### config.mk
export PLATFORM = sky130hd
export DESIGN_NAME = rdid_uart_reporter
export DESIGN_NICKNAME = d
export VERILOG_FILES = /design/src/rtl/rdid_pkg.sv /design/src/rtl/rdid_uart_reporter_uart_tx_byte.sv /design/src/rtl/rdid_uart_reporter.sv
export SDC_FILE = /design/constraint.sdc
export NUM_CORES = 1
export LEC_CHECK = 0
export CORE_MARGIN = 2
export CORE_UTILIZATION = 40
export CTS_CLUSTER_SIZE = 25
export DETAILED_ROUTE_END_ITERATION = 12
export GPL_TIMING_DRIVEN = 0
export PLACE_DENSITY = 0.62
export SYNTH_ARGS = -nofsm -noshare
export SYNTH_HDL_FRONTEND = slang
export SYNTH_SLANG_ARGS = --single-unit
### constraint.sdc
create_clock -name clk -period 2.8 [get_ports clk]
set_input_delay 0.56 -clock clk [delete_from_list [all_inputs] [get_ports clk]]
set_output_delay 0.56 -clock clk [all_outputs]
set_load 0.02 [all_outputs]
### src/rtl/rdid_pkg.sv
// rdid_pkg
// Shared definitions for the RDID UART reporter:
//   - message FSM and byte-serialiser state encodings
//   - ASCII constants used to render the JEDEC ID as hex text
//   - message length (6 hex digits + CR + LF)
//   - helper that turns a nibble into an uppercase ASCII hex digit
package rdid_pkg;

  // Message-level FSM owned by the top level
  typedef enum logic [2:0] {
    MSG_IDLE,
    MSG_CAPTURE,
    MSG_LOAD_CHAR,
    MSG_SEND,
    MSG_FINISH
  } msg_state_t;

  // Bit-level FSM owned by the byte serialiser
  typedef enum logic [1:0] {
    TX_IDLE,
    TX_START_BIT,
    TX_DATA_BITS,
    TX_STOP_BIT
  } tx_state_t;

  localparam logic [7:0] ASCII_0     = 8'h30;
  localparam logic [7:0] ASCII_A_OFS = 8'h37;
  localparam logic [7:0] ASCII_CR    = 8'h0D;
  localparam logic [7:0] ASCII_LF    = 8'h0A;

  localparam int         MSG_LEN       = 8;
  localparam logic [2:0] LAST_CHAR_IDX = 3'(MSG_LEN - 1);

  // 0-9 map onto '0'..'9'; 10-15 map onto 'A'..'F' (0x37 + 10 = 0x41 = 'A')
  function automatic logic [7:0] hex_to_ascii(input logic [3:0] nibble);
    if (nibble < 4'd10) begin
      return ASCII_0 + {4'b0000, nibble};
    end else begin
      return ASCII_A_OFS + {4'b0000, nibble};
    end
  endfunction

endpackage

### src/rtl/rdid_uart_reporter_uart_tx_byte.sv
// uart_tx_byte
// 8N1 byte serialiser, LSB first, each bit held CLKS_PER_BIT clocks.
// Ports:
//   clk, reset  - system clock, asynchronous active-high reset
//   start       - request to send data; accepted only while busy is low
//   data[7:0]   - byte to send, sampled when start is accepted
//   tx          - registered serial line, idle high
//   busy        - line is committed beyond the current cycle; low while idle
//                 and also during the final stop-bit cycle, so a new byte can
//                 be accepted there and its start bit follows with no gap
//   done        - one-cycle pulse one clock before the final stop-bit cycle,
//                 giving the producer a cycle to present the next byte
module uart_tx_byte
  import rdid_pkg::*;
#(
  parameter int CLKS_PER_BIT = 868
) (
  input  logic       clk,
  input  logic       reset,
  input  logic       start,
  input  logic [7:0] data,
  output logic       tx,
  output logic       busy,
  output logic       done
);

  localparam int                CNT_W      = $clog2(CLKS_PER_BIT);
  localparam logic [CNT_W-1:0] CNT_RELOAD = CNT_W'(CLKS_PER_BIT - 1);
  localparam logic [CNT_W-1:0] CNT_ONE    = CNT_W'(1);

  tx_state_t        state_q;
  logic [CNT_W-1:0] cnt_q;
  logic [2:0]       bit_q;
  logic [7:0]       shift_q;
  logic             tx_q;

  logic last_cycle;
  logic accept;

  assign last_cycle = (cnt_q == '0);
  assign busy       = (state_q != TX_IDLE) && !((state_q == TX_STOP_BIT) && last_cycle);
  assign accept     = start && !busy;
  // With CLKS_PER_BIT >= 2 the stop bit always has a cnt==1 cycle to flag
  assign done       = (state_q == TX_STOP_BIT) && (cnt_q == CNT_ONE);
  assign tx         = tx_q;

  // Bit sequencer: each bit reloads the baud counter and counts it down to 0.
  // A start accepted in the last stop-bit cycle chains straight into the next
  // start bit, so consecutive bytes are back-to-back on the line.
  always_ff @(posedge clk or posedge reset) begin
    if (reset) begin
      state_q <= TX_IDLE;
      cnt_q   <= '0;
      bit_q   <= '0;
      shift_q <= '0;
      tx_q    <= 1'b1;
    end else if (accept) begin
      state_q <= TX_START_BIT;
      cnt_q   <= CNT_RELOAD;
      bit_q   <= '0;
      shift_q <= data;
      tx_q    <= 1'b0;
    end else begin
      case (state_q)
        TX_IDLE: begin
          tx_q <= 1'b1;
        end
        TX_START_BIT: begin
          if (last_cycle) begin
            state_q <= TX_DATA_BITS;
            cnt_q   <= CNT_RELOAD;
            tx_q    <= shift_q[0];
          end else begin
            cnt_q <= cnt_q - CNT_ONE;
          end
        end
        TX_DATA_BITS: begin
          if (last_cycle) begin
            cnt_q <= CNT_RELOAD;
            if (bit_q == 3'd7) begin
              state_q <= TX_STOP_BIT;
              tx_q    <= 1'b1;
            end else begin
              bit_q   <= bit_q + 3'd1;
              shift_q <= {1'b0, shift_q[7:1]};
              tx_q    <= shift_q[1];
            end
          end else begin
            cnt_q <= cnt_q - CNT_ONE;
          end
        end
        TX_STOP_BIT: begin
          if (last_cycle) begin
            state_q <= TX_IDLE;
          end else begin
            cnt_q <= cnt_q - CNT_ONE;
          end
        end
        default: begin
          state_q <= TX_IDLE;
          tx_q    <= 1'b1;
        end
      endcase
    end
  end

endmodule

### src/rtl/rdid_uart_reporter.sv
// rdid_uart_reporter
// Watches the SPI RDID master's chip_select; on its rising edge captures the
// 24-bit JEDEC ID and prints it on the UART as "MMTTCC\r\n" (uppercase hex).
// Ports:
//   clk, reset           - system clock, asynchronous active-high reset
//   chip_select          - from the SPI master; rising edge ends a transaction
//   manufacture_id[7:0]  - ID byte 0
//   memory_type[7:0]     - ID byte 1
//   memory_capacity[7:0] - ID byte 2
//   uart_tx              - registered serial output, idle high
//   busy                 - high from the trigger until the message is finished
//   done                 - one-cycle pulse after the last stop bit
//   dropped              - one-cycle pulse for a trigger that arrived while busy
module rdid_uart_reporter
  import rdid_pkg::*;
#(
  parameter int CLKS_PER_BIT = 868
) (
  input  logic       clk,
  input  logic       reset,
  input  logic       chip_select,
  input  logic [7:0] manufacture_id,
  input  logic [7:0] memory_type,
  input  logic [7:0] memory_capacity,
  output logic       uart_tx,
  output logic       busy,
  output logic       done,
  output logic       dropped
);

  msg_state_t  state_q;
  logic        cs_q;
  logic [23:0] id_q;
  logic [2:0]  idx_q;
  logic        busy_q;
  logic        done_q;
  logic        dropped_q;

  logic       trigger;
  logic [7:0] char_sel;
  logic       tx_start;
  logic       tx_busy;
  logic       tx_done;
  logic       tx_line;

  // cs_q resets high so a master idling with chip_select high is not a trigger
  assign trigger = chip_select & ~cs_q;

  // Character for the current index: six hex digits, most significant first,
  // followed by CR LF
  always_comb begin
    char_sel = ASCII_LF;
    case (idx_q)
      3'd0:    char_sel = hex_to_ascii(id_q[23:20]);
      3'd1:    char_sel = hex_to_ascii(id_q[19:16]);
      3'd2:    char_sel = hex_to_ascii(id_q[15:12]);
      3'd3:    char_sel = hex_to_ascii(id_q[11:8]);
      3'd4:    char_sel = hex_to_ascii(id_q[7:4]);
      3'd5:    char_sel = hex_to_ascii(id_q[3:0]);
      3'd6:    char_sel = ASCII_CR;
      default: char_sel = ASCII_LF;
    endcase
  end

  assign tx_start = (state_q == MSG_LOAD_CHAR) && !tx_busy;

  uart_tx_byte #(
    .CLKS_PER_BIT(CLKS_PER_BIT)
  ) u_tx (
    .clk   (clk),
    .reset (reset),
    .start (tx_start),
    .data  (char_sel),
    .tx    (tx_line),
    .busy  (tx_busy),
    .done  (tx_done)
  );

  // Message FSM. The serialiser's done arrives one cycle before its last stop
  // cycle, so LOAD_CHAR (or FINISH) lines up with that last cycle and the next
  // start bit, or the done pulse, follows immediately.
  always_ff @(posedge clk or posedge reset) begin
    if (reset) begin
      state_q   <= MSG_IDLE;
      cs_q      <= 1'b1;
      id_q      <= '0;
      idx_q     <= '0;
      busy_q    <= 1'b0;
      done_q    <= 1'b0;
      dropped_q <= 1'b0;
    end else begin
      cs_q      <= chip_select;
      done_q    <= 1'b0;
      dropped_q <= trigger && (state_q != MSG_IDLE);
      case (state_q)
        MSG_IDLE: begin
          if (trigger) begin
            state_q <= MSG_CAPTURE;
            busy_q  <= 1'b1;
          end
        end
        MSG_CAPTURE: begin
          // One cycle after the edge so the master's last MISO sample settles
          id_q    <= {manufacture_id, memory_type, memory_capacity};
          idx_q   <= '0;
          state_q <= MSG_LOAD_CHAR;
        end
        MSG_LOAD_CHAR: begin
          if (!tx_busy) begin
            state_q <= MSG_SEND;
          end
        end
        MSG_SEND: begin
          if (tx_done) begin
            if (idx_q == LAST_CHAR_IDX) begin
              state_q <= MSG_FINISH;
            end else begin
              idx_q   <= idx_q + 3'd1;
              state_q <= MSG_LOAD_CHAR;
            end
          end
        end
        MSG_FINISH: begin
          if (!tx_busy) begin
            done_q  <= 1'b1;
            busy_q  <= 1'b0;
            state_q <= MSG_IDLE;
          end
        end
        default: begin
          state_q <= MSG_IDLE;
          busy_q  <= 1'b0;
        end
      endcase
    end
  end

  assign uart_tx = tx_line;
  assign busy    = busy_q;
  assign done    = done_q;
  assign dropped = dropped_q;

endmodule

=== Word-level counts from Yosys, hierarchy flattened ===
Index checks and enable logic that the tools add are counted.

* Memories kept: 0
* Memory bits (writable): 0
* Register bits after elaboration: 58
* Bits of input ports: 27
* ROM bits: 0
* Bits in latches: 0

* Equality and inequality tests: 27
* Muxes and demuxes: 44
* Shift-type cells: 0
* $lt $le $gt $ge: 6
* Reductions and logical operators: 29
* Div/mod/pow operators: 0
* Multipliers: 0
* $add $sub $neg: 15
* Bitwise operators: 3

{| class="wikitable"
|+ Operators by type and width
! cell !! count
|-
| $add A6 B4 Y7 const A || 12
|-
| $pmux W8 S7 || 1
|-
| $mux W7 || 6
|-
| $mux W3 || 11
|-
| $mux W8 || 4
|-
| $mux W10 || 3
|-
| $lt A4 B4 Y1 const B || 6
|-
| $pmux W10 S2 || 1
|-
| $eq A3 B3 Y1 const B || 6
|-
| $pmux W3 S5 || 1
|-
| $eq A3 B2 Y1 const B || 4
|-
| $ne A3 B1 Y1 const B || 4
|-
| $reduce_and A3 Y1 || 4
|-
| $eq A10 B1 Y1 const B || 1
|-
| $logic_not A10 Y1 || 1
|-
| $mux W2 || 5
|-
| $ne A2 B2 Y1 const B || 5
|-
| $sub A10 B1 Y10 const B || 1
|-
| $mux W1 || 8
|-
| $reduce_bool A2 Y1 || 4
|-
| $reduce_bool A4 Y1 || 2
|-
| $add A3 B1 Y3 const B || 2
|-
| $eq A3 B1 Y1 const B || 2
|-
| $logic_and A1 B1 Y1 || 6
|-
| 18 further kinds || 24
|}

=== Longest topological paths before layout ===
Gate-level depths: netlist of run 1.

* Depth in word-level cells: 9
* Mapped depth: 8
* Depth with buffers taken out: 7

=== Cells and area by module ===
Synthesis of run 1 repeated with hierarchy kept, for this count alone.

* Cell total of the unflattened synthesis: 397
* Area, all modules: 3,698.5 um^2

{| class="wikitable"
|+ Modules (own cells, without submodules)
! module !! instances !! cells an instance !! area an instance (um^2) !! seq. area each (um^2)
|-
| rdid_uart_reporter || 1 || 244 || 2,180.8 || 852.1
|-
| uart_tx_byte || 1 || 153 || 1,517.7 || 601.8
|}

=== Worst setup path before layout of run 1 ===
OpenSTA, ideal clock, no wires.

* Kind: register -> register
* Start: register idx_q[0]
* End: register u_tx.shift_q[1]
* Path slack: 0.815 ns
* Period minus slack after synthesis: 1.985 ns
* Stages on the path, launching flop included: 8
* Setup time: 0.138 ns
* Arrival: 1.847 ns
* Cell sequence: dfrtp_1 > ha_1 > ha_1 > inv_1 > a211oi_1 > or4_1 > o41ai_1 > o21ai_0

* Longest elaborated chain between the ends: 3

{| class="wikitable"
|+ Ends and longest elaborated chain
! item !! line !! RTL
|-
| from (decl) || rdid_uart_reporter.sv:34 || <nowiki>logic [2:0] idx_q;</nowiki>
|-
| from (signal assigned) || rdid_uart_reporter.sv:118 || <nowiki>idx_q <= idx_q + 3'd1;</nowiki>
|-
| $eq A3 B3 Y1, or another cell as far along || rdid_uart_reporter.sv:53 || <nowiki>case (idx_q)</nowiki>
|-
| $pmux W8 S7 (*) || rdid_uart_reporter.sv:53 ||
|-
| $mux W8 (*) || rdid_uart_reporter_uart_tx_byte.sv:57 || <nowiki>end else if (accept) begin</nowiki>
|-
| to (signal assigned) || rdid_uart_reporter_uart_tx_byte.sv:61 || <nowiki>shift_q <= data;</nowiki>
|-
| to (signal assigned) || rdid_uart_reporter_uart_tx_byte.sv:85 || <nowiki>shift_q <= {1'b0, shift_q[7:1]};</nowiki>
|-
| to (decl) || rdid_uart_reporter_uart_tx_byte.sv:34 || <nowiki>logic [7:0] shift_q;</nowiki>
|}

Every way passes the cells marked *; elsewhere a longest branch is shown, timed or not.
A chain may end at the register's enable or synchronous reset.

=== Worst setup path after layout of run 1 ===
* Start: register idx_q[2]
* End: register u_tx.shift_q[1]

The elaborated chain is that of the path after synthesis.

==> results of run 1 <==
-- report_power, final --
group	total, mW	switching [mW]	leakage [nW]	internal, mW
Clock	0.744	0.329	0.102	0.415
Combinational	1.13	0.602	0.992	0.532
Sequential	1.33	0.262	0.687	1.07
Total	3.21	1.19	1.78	2.02
-- cells in the final DEF, fill, tap and decap left out, types with 3 or more instances in the layout --
cell type,count
clkdlybuf4s50_1,30
o31ai_1,5
o21a_1,3
nor2b_1,11
xor2_1,4
nand4_1,3
a21oi_1,16
ha_1,22
or3b_2,4
o21ai_0,45
inv_1,22
o22ai_1,3
clkbuf_1,10
clkbuf_8,13
xnor2_1,6
mux2i_1,6
nand2_1,39
a211oi_1,6
nor2_1,21
a31oi_1,4
o211ai_1,9
dfrtp_1,55
nand2b_1,5
mux2_2,13
nor3_1,4
buf_2,6
and4b_1,5
nand3_1,9
-- per-stage QoR --
step | setup WS, ns | instance area [um^2] | setup TNS [ns] | utilization, %
5_1_grt | 0.2106 | 4199 | 0 | 48.39
4_1_cts | 0.3086 | 4199 | 0 | 48.39
2_1_floorplan | 0.8150 | 3551 | 0 | -
3_3_place_gp | -0.2795 | 3986 | -15.14 | 45.93
3_5_place_dp | 0.3687 | 4006 | 0 | 46.16
6_report | 0.3006 | 4199 | 0 | 48.39
-- worst max-delay path, cell delays in order, from the launching register on --
cell and delay (ns):
dfrtp_1 0.51, inv_1 0.18, ha_1 0.32, inv_1 0.11
a211oi_1 0.04, or4_1 0.56, o41ai_1 0.48, o21ai_0 0.16
-- state kept, by name (all words and copies together), names as in the netlist --
register	count
state_q	3
u_tx.state_q	2
u_tx.bit_q	3
busy	1
u_tx.shift_q	7
idx_q	3
id_q	24
u_tx.cnt_q	10
cs_q	1
u_tx.tx	1
dropped	1
done	1
-- how the worst max path moves through the flow --
stage	end	slack, ns	depth (start not counted)
6_report	u_tx.shift_q[1]$_DFFE_PP0P_	0.30	7
3_3_place_gp	id_q[0]$_DFFE_PP0P_	-0.28	2
2_1_floorplan	u_tx.shift_q[1]$_DFFE_PP0P_	0.82	7
5_1_grt	u_tx.shift_q[1]$_DFFE_PP0P_	0.21	7
3_5_place_dp	u_tx.shift_q[1]$_DFFE_PP0P_	0.37	7
4_1_cts	u_tx.shift_q[1]$_DFFE_PP0P_	0.31	7
-- area by class of cell --
type / instances / area, um^2 / share of cell area [%]
plain buffers: 15 / 63.81 / 1.520
inverters: 23 / 86.33 / 2.056
multi-input cells: 283 / 1972 / 46.96
flip-flops and latches: 57 / 1429 / 34.03
well taps: 108 / 135.1 / 3.218
clock inverters: 2 / 10.01 / 0.2384
repair buffers: 31 / 320.3 / 7.628
clock buffers: 14 / 182.7 / 4.350
-- layer usage --
metal / part of all wire, % / GRT usage, % / vias to the layer above / wire length [um]
met4: 1.9 / 6.217 / 0 / 146
met3: 3.2 / 3.937 / 13 / 252
met1: 46 / 21.82 / 1376 / 3601
met2: 49 / 29.24 / 46 / 3812
li1: - / - / 1456 / -
met5: 0 / 0 / - / 0
-- synth_stat cells, types with 9 or more instances --
master | number | area [um^2]
nor2b_1 | 11 | 68.82
clkbuf_1 | 9 | 33.78
nand2_1 | 39 | 146.4
mux2_2 | 13 | 146.4
o211ai_1 | 9 | 67.56
nor2_1 | 21 | 78.83
ha_1 | 22 | 275.3
inv_1 | 23 | 86.33
nand3_1 | 9 | 45.04
o21ai_0 | 45 | 225.2
a21oi_1 | 16 | 80.08
dfrtp_1 | 55 | 1376
-- cell families (layout without fill, tap and decap cells) --
logic type	Yosys count	after routing	share of synthesized area, %
adder cells (fa/ha/maj)	22	22	7.752
AO/OA/AOI/OAI	115	115	21.07
AND/OR/NAND/NOR	117	117	18.43
buffers and inverters	38	85	4.228
XOR/XNOR	10	10	2.466
flip-flops	57	57	40.24
multiplexers	19	19	5.814
==> impl_results.md, run 1 <==
* Synth cell types at 58
* GRT Total Usage at 17.31%
* Maximum vdd drop at roughly 400 uV
* Largest net degree at the start of global routing at 39
* Cells after Synth at approximately 380
* Req. time, crit path at about 3 ns
* Synth Register Bits at 57
* H-tree depth at 3
* Ys flop type: dfrtp_1
* Layout cells sized above 1 at between 10 and 15%
* Inst Count DP at around 520
* Critical path startpoint category: register
* Die area at between 9000 and 10000 um^2
* Port bufs at 30
* # DRC at 0
* Mapped Area at 3551 um^2
* Layout Nets at between 400 and 500
* Area delta synth->final at 18.25%
* Post-synth EDFFs at 0
* RSZ-0062 raised after global routing: no
* Mean routed wirelength per cell at around 15 um
* Hold_ws at 0.4903 ns
* Core ar. at ~8700 um^2
* Clock latency on the worst-skew pair at about 0.34 ns
* Post-synthesis average cell area at 9.394 um^2
* Launch point of the worst reg-to-reg path: idx_q[2]$_DFFE_PP0P_
* Hold EP: u_tx.tx$_DFFE_PP1P_
* Setup crit end kind: register
* Post-DP HPWL at 5850 um
* Total Power at 3.213 mW
* CTS resizes at 0
* DR iter-0 viols at approximately 130
* Fmax achieved at ~400 MHz
* R2r worst-path depth at 7
* Worst R2R Setup Slack at 0.30 ns
* Rel. slew slack at a little over three fifths
* Hold Vio Cnt, Final at 0
* Vias in the first global route at ~2900
* Hold depth at 1
* Worst-path clk slew at ~0.070 ns
* Critical setup path kind: register to register
* Initial antenna violation count at 0
* Finished Layout Cells at 533
* CP Launch Point: idx_q[2]$_DFFE_PP0P_
* Async set-or-reset flop fraction in the synthesized netlist at 100.0%
* Placer Congestion at 0.9087
* Initial DRT Pass Iterations at 4
* Die height at roughly 98 um
* Worst slew pin tran at 0.5487 ns
* Crit Path Max Fanout at 8
* Worst Path Arrival at between 2 and 3 ns
* Filler Cells Inserted at 837
* Outcome: finished, final reports clean
* PwrDens at approximately 770 nW/um^2
* WL final at between 7000 and 8000 um
* Ports at 31
* Fin. max-slew vios at 0
* Number of CTS-inserted buffers at 9
* CTS Hold Bufs at 0
* Antenna cells at 0
* First-pass GRT wire length at ~14000 um
* Max_cap viols at 0
* Die width at between 90 and 100 um
* Clk sinks at between 50 and 60
* Fin crit share at around 89%
* CTS tree: built
* CTS Root Cell: clkbuf_8
* Period minus WS final at between 2 and 2.5 ns
* Pleak at around 1.8 nW
* Post-CTS Setup Inserts at 0
* Clock Tree Buf Depth at 2
* Hold Startpoint: u_tx.tx$_DFFE_PP1P_
* Worst R2R End: u_tx.shift_q[1]$_DFFE_PP0P_
* Cell row count at 34
* Synth Warn # at 0
* Setup violations, final at 0
* Type of the worst min-delay path: register to register
* Worst clock skew at between 0.01 and 0.015 ns
* Post-Synthesis Net Count at approximately 430
* Seq/Total Area, Yosys at between 40% and 50%
* DRT antenna net count at 0
* Via Count at 2891
* Via/cell ratio at approximately 5.4
* Initial core utilization at 40.92%
* GRT overflow at 0
(Power assumes the default switching activity.)
==> inputs of run 2 (changes only) <==
--- a/config.mk
+++ b/config.mk
@@ -5,6 +5,7 @@
 export SDC_FILE = /design/constraint.sdc
 export NUM_CORES = 1
 export LEC_CHECK = 0
+export CORE_ASPECT_RATIO = 1.25
 export CORE_MARGIN = 2
 export CORE_UTILIZATION = 40
 export CTS_CLUSTER_SIZE = 25
==> impl_results.md, run 2 (same netlist as run 1, synthesis figures left out) <==
* Outcome: finished, final reports clean (unchanged)
* Largest registers: id_q: 24 flops, u_tx.cnt_q: 10 flops, u_tx.shift_q: 7 flops (unchanged)
* Worst Path Arrival at 2.65 ns (was 2.70 ns)
* Rel. slew slack at 62.69% (was 63.25%)
* PwrDens at 782.4 nW/um^2 (was 765.1 nW/um^2)
* Final Util at 48.90% (was 48.39%)
* Initial antenna violation count at 0 (unchanged)
* RSZ-0062 raised after global routing: no (unchanged)
* Most frequent cells in the layout: 55 x dfrtp_1, 45 x o21ai_0, 39 x nand2_1, 30 x clkdlybuf4s50_1 (unchanged)
* Clock latency on the worst-skew pair at 0.34 ns (about the same)
* First-pass GRT wire length at 13710 um (was 13570 um)
* Die height at 109.3 um (was 98.22 um)
* Largest register FFs at 24 (unchanged)
* WL final at 7771 um (was 7812 um)
* Post-DP HPWL at 5795 um (was 5850 um)
* Largest net degree at the start of global routing at 39 (unchanged)
* Fin. max-slew vios at 0 (unchanged)
* Setup violations, final at 0 (unchanged)
* Initial DRT Pass Iterations at 4 (unchanged)
* Fmax achieved at 406.4 MHz (was 400.1 MHz)
* Footprint of the multi-input gates at 1972 um^2 (unchanged)
* Initial core utilization at 41.04% (was 40.92%)
* Via/cell ratio at 5.336 (was 5.424)
* Hold depth at 1 (unchanged)
* Area delta synth->final at 19.17% (was 18.25%)
* Register area at 1429 um^2 (unchanged)
* Cell row count at 38 (was 34)
* M3 GR Usage at 3.003% (was 3.937%)
* Vias in the first global route at 2893 (was 2869)
* Crit Path Max Fanout at 8 (unchanged)
* DRT antenna net count at 0 (unchanged)
* Filler Cells Inserted at 850 (was 837)
* Clock Tree Buf Depth at 2 (unchanged)
* Register bank with the most flops: id_q (unchanged)
* Clk sinks at 57 (unchanged)
* GRT Total Usage at 18.08% (was 17.31%)
* R2r worst-path depth at 7 (unchanged)
* Worst clock skew at 0.007996 ns (was 0.01097 ns)
* Maximum vdd drop at 314.1 uV (was 394.6 uV)
* Busiest grt layer: met2 (unchanged)
* Pleak at 1.785 nW (was 1.781 nW)
* H-tree depth at 3 (unchanged)
* Via Count at 2908 (was 2891)
* Ports at 31 (unchanged)
* Antenna cells at 0 (unchanged)
* Type of the worst min-delay path: register to register (unchanged)
* # DRC at 0 (unchanged)
* Layout Nets at 469 (unchanged)
* Place WS at 0.3701 ns (was 0.3687 ns)
* Layout cells sized above 1 at 12.47% (unchanged)
* Met2 Use GR at 31.10% (was 29.24%)
* Hold Vio Cnt, Final at 0 (unchanged)
* Post-CTS Setup Inserts at 0 (unchanged)
* Commonest non-fill, non-tap cell in the layout: dfrtp_1 (unchanged)
* Period minus WS final at 2.461 ns (was 2.499 ns)
* Die area at 9651 um^2 (was 9647 um^2)
* CTS resizes at 0 (unchanged)
* Max_cap viols at 0 (unchanged)
* DR iter-0 viols at 137 (was 125)
* Fin crit share at 87.89% (was 89.26%)
* Total Power at 3.311 mW (was 3.213 mW)
* CTS Hold Bufs at 0 (unchanged)
* Critical path startpoint category: register (unchanged)
* Core ar. at 8653 um^2 (was 8678 um^2)
* Critical setup path kind: register to register (unchanged)
* Sum Neg Setup Slack at 0 ns (unchanged)
* GRT overflow at 0 (unchanged)
* Port bufs at 30 (unchanged)
* Die width at 88.27 um (was 98.22 um)
* CTS Root Cell: clkbuf_8 (unchanged)
* Worst slew pin tran at 0.5570 ns (was 0.5487 ns)
* Final worst setup slack at 0.3392 ns (was 0.3006 ns)
* CTS tree: built (unchanged)
* Worst-path clk slew at 0.07 ns (about the same)
* Mean routed wirelength per cell at 14.26 um (was 14.66 um)
* Number of CTS-inserted buffers at 9 (unchanged)
* M1 GR Usage at 22.43% (was 21.82%)
* Placer Congestion at 0.9125 (was 0.9087)
* Setup crit end kind: register (unchanged)
* Req. time, crit path at 2.99 ns (was 3.00 ns)
## run 2: cell count changes in the layout (fill, tap and decap cells not counted), sizes merged
cell      change
clkinvlp      +1
clkinv        +1
bufinv        +2
clkbuf        -4
## run 2: per-layer routing
| layer | vias to the layer above | share of wire, % |
|---|---|---|
| met3 | 12 | 2.4 |
| met1 | 1387 | 44 |
| met4 | 0 | 1.6 |
| li1 | 1464 | - |
| met5 | - | 0 |
| met2 | 45 | 52 |
## run 2: worst max-delay path, cell delays in order, from the launching register on
cell      delay [ns]
dfrtp_1         0.50
inv_1           0.17
ha_1            0.31
inv_1           0.10
a211oi_1        0.04
or4_1           0.55
o41ai_1         0.48
o21ai_0         0.16
## run 2: final cells by class
cell class	instances	area share, %
multi-input combinational	283	46.60
buffer	15	1.508
inverter	23	2.040
clock inverter	6	1.952
sequential	57	33.77
tap	120	3.548
timing repair buffer	31	7.569
clock buffer	10	3.016
## run 2: power breakdown
| group | switching (mW) | leakage, nW | internal [mW] |
|---|---|---|---|
| clock network | 0.341 | 0.106 | 0.496 |
| logic | 0.610 | 0.992 | 0.533 |
| registers | 0.258 | 0.687 | 1.07 |
## run 2: worst paths after layout
check                                           from  slack (ns)                     endpoint
worst min register to register   u_tx.tx$_DFFE_PP1P_        0.49          u_tx.tx$_DFFE_PP1P_
worst max register to register  idx_q[2]$_DFFE_PP0P_        0.34  u_tx.shift_q[1]$_DFFE_PP0P_
min in group asynchronous                      reset        0.55    u_tx.cnt_q[5]$_DFFE_PP0P_
worst min-delay path             u_tx.tx$_DFFE_PP1P_        0.49          u_tx.tx$_DFFE_PP1P_
max in group asynchronous                      reset        1.63               cs_q$_DFF_PP1_
worst max-delay path            idx_q[2]$_DFFE_PP0P_        0.34  u_tx.shift_q[1]$_DFFE_PP0P_
## run 2: metrics by stage
stage / instance area (um^2) / cells / hold WS [ns]
2_1_floorplan: 3551 / 378 / 0.4681
3_3_place_gp: 4001 / 528 / 0.4830
3_5_place_dp: 4021 / 529 / 0.4823
4_1_cts: 4232 / 545 / 0.4990
5_1_grt: 4232 / 545 / 0.5156
6_report: 4232 / 545 / 0.4927
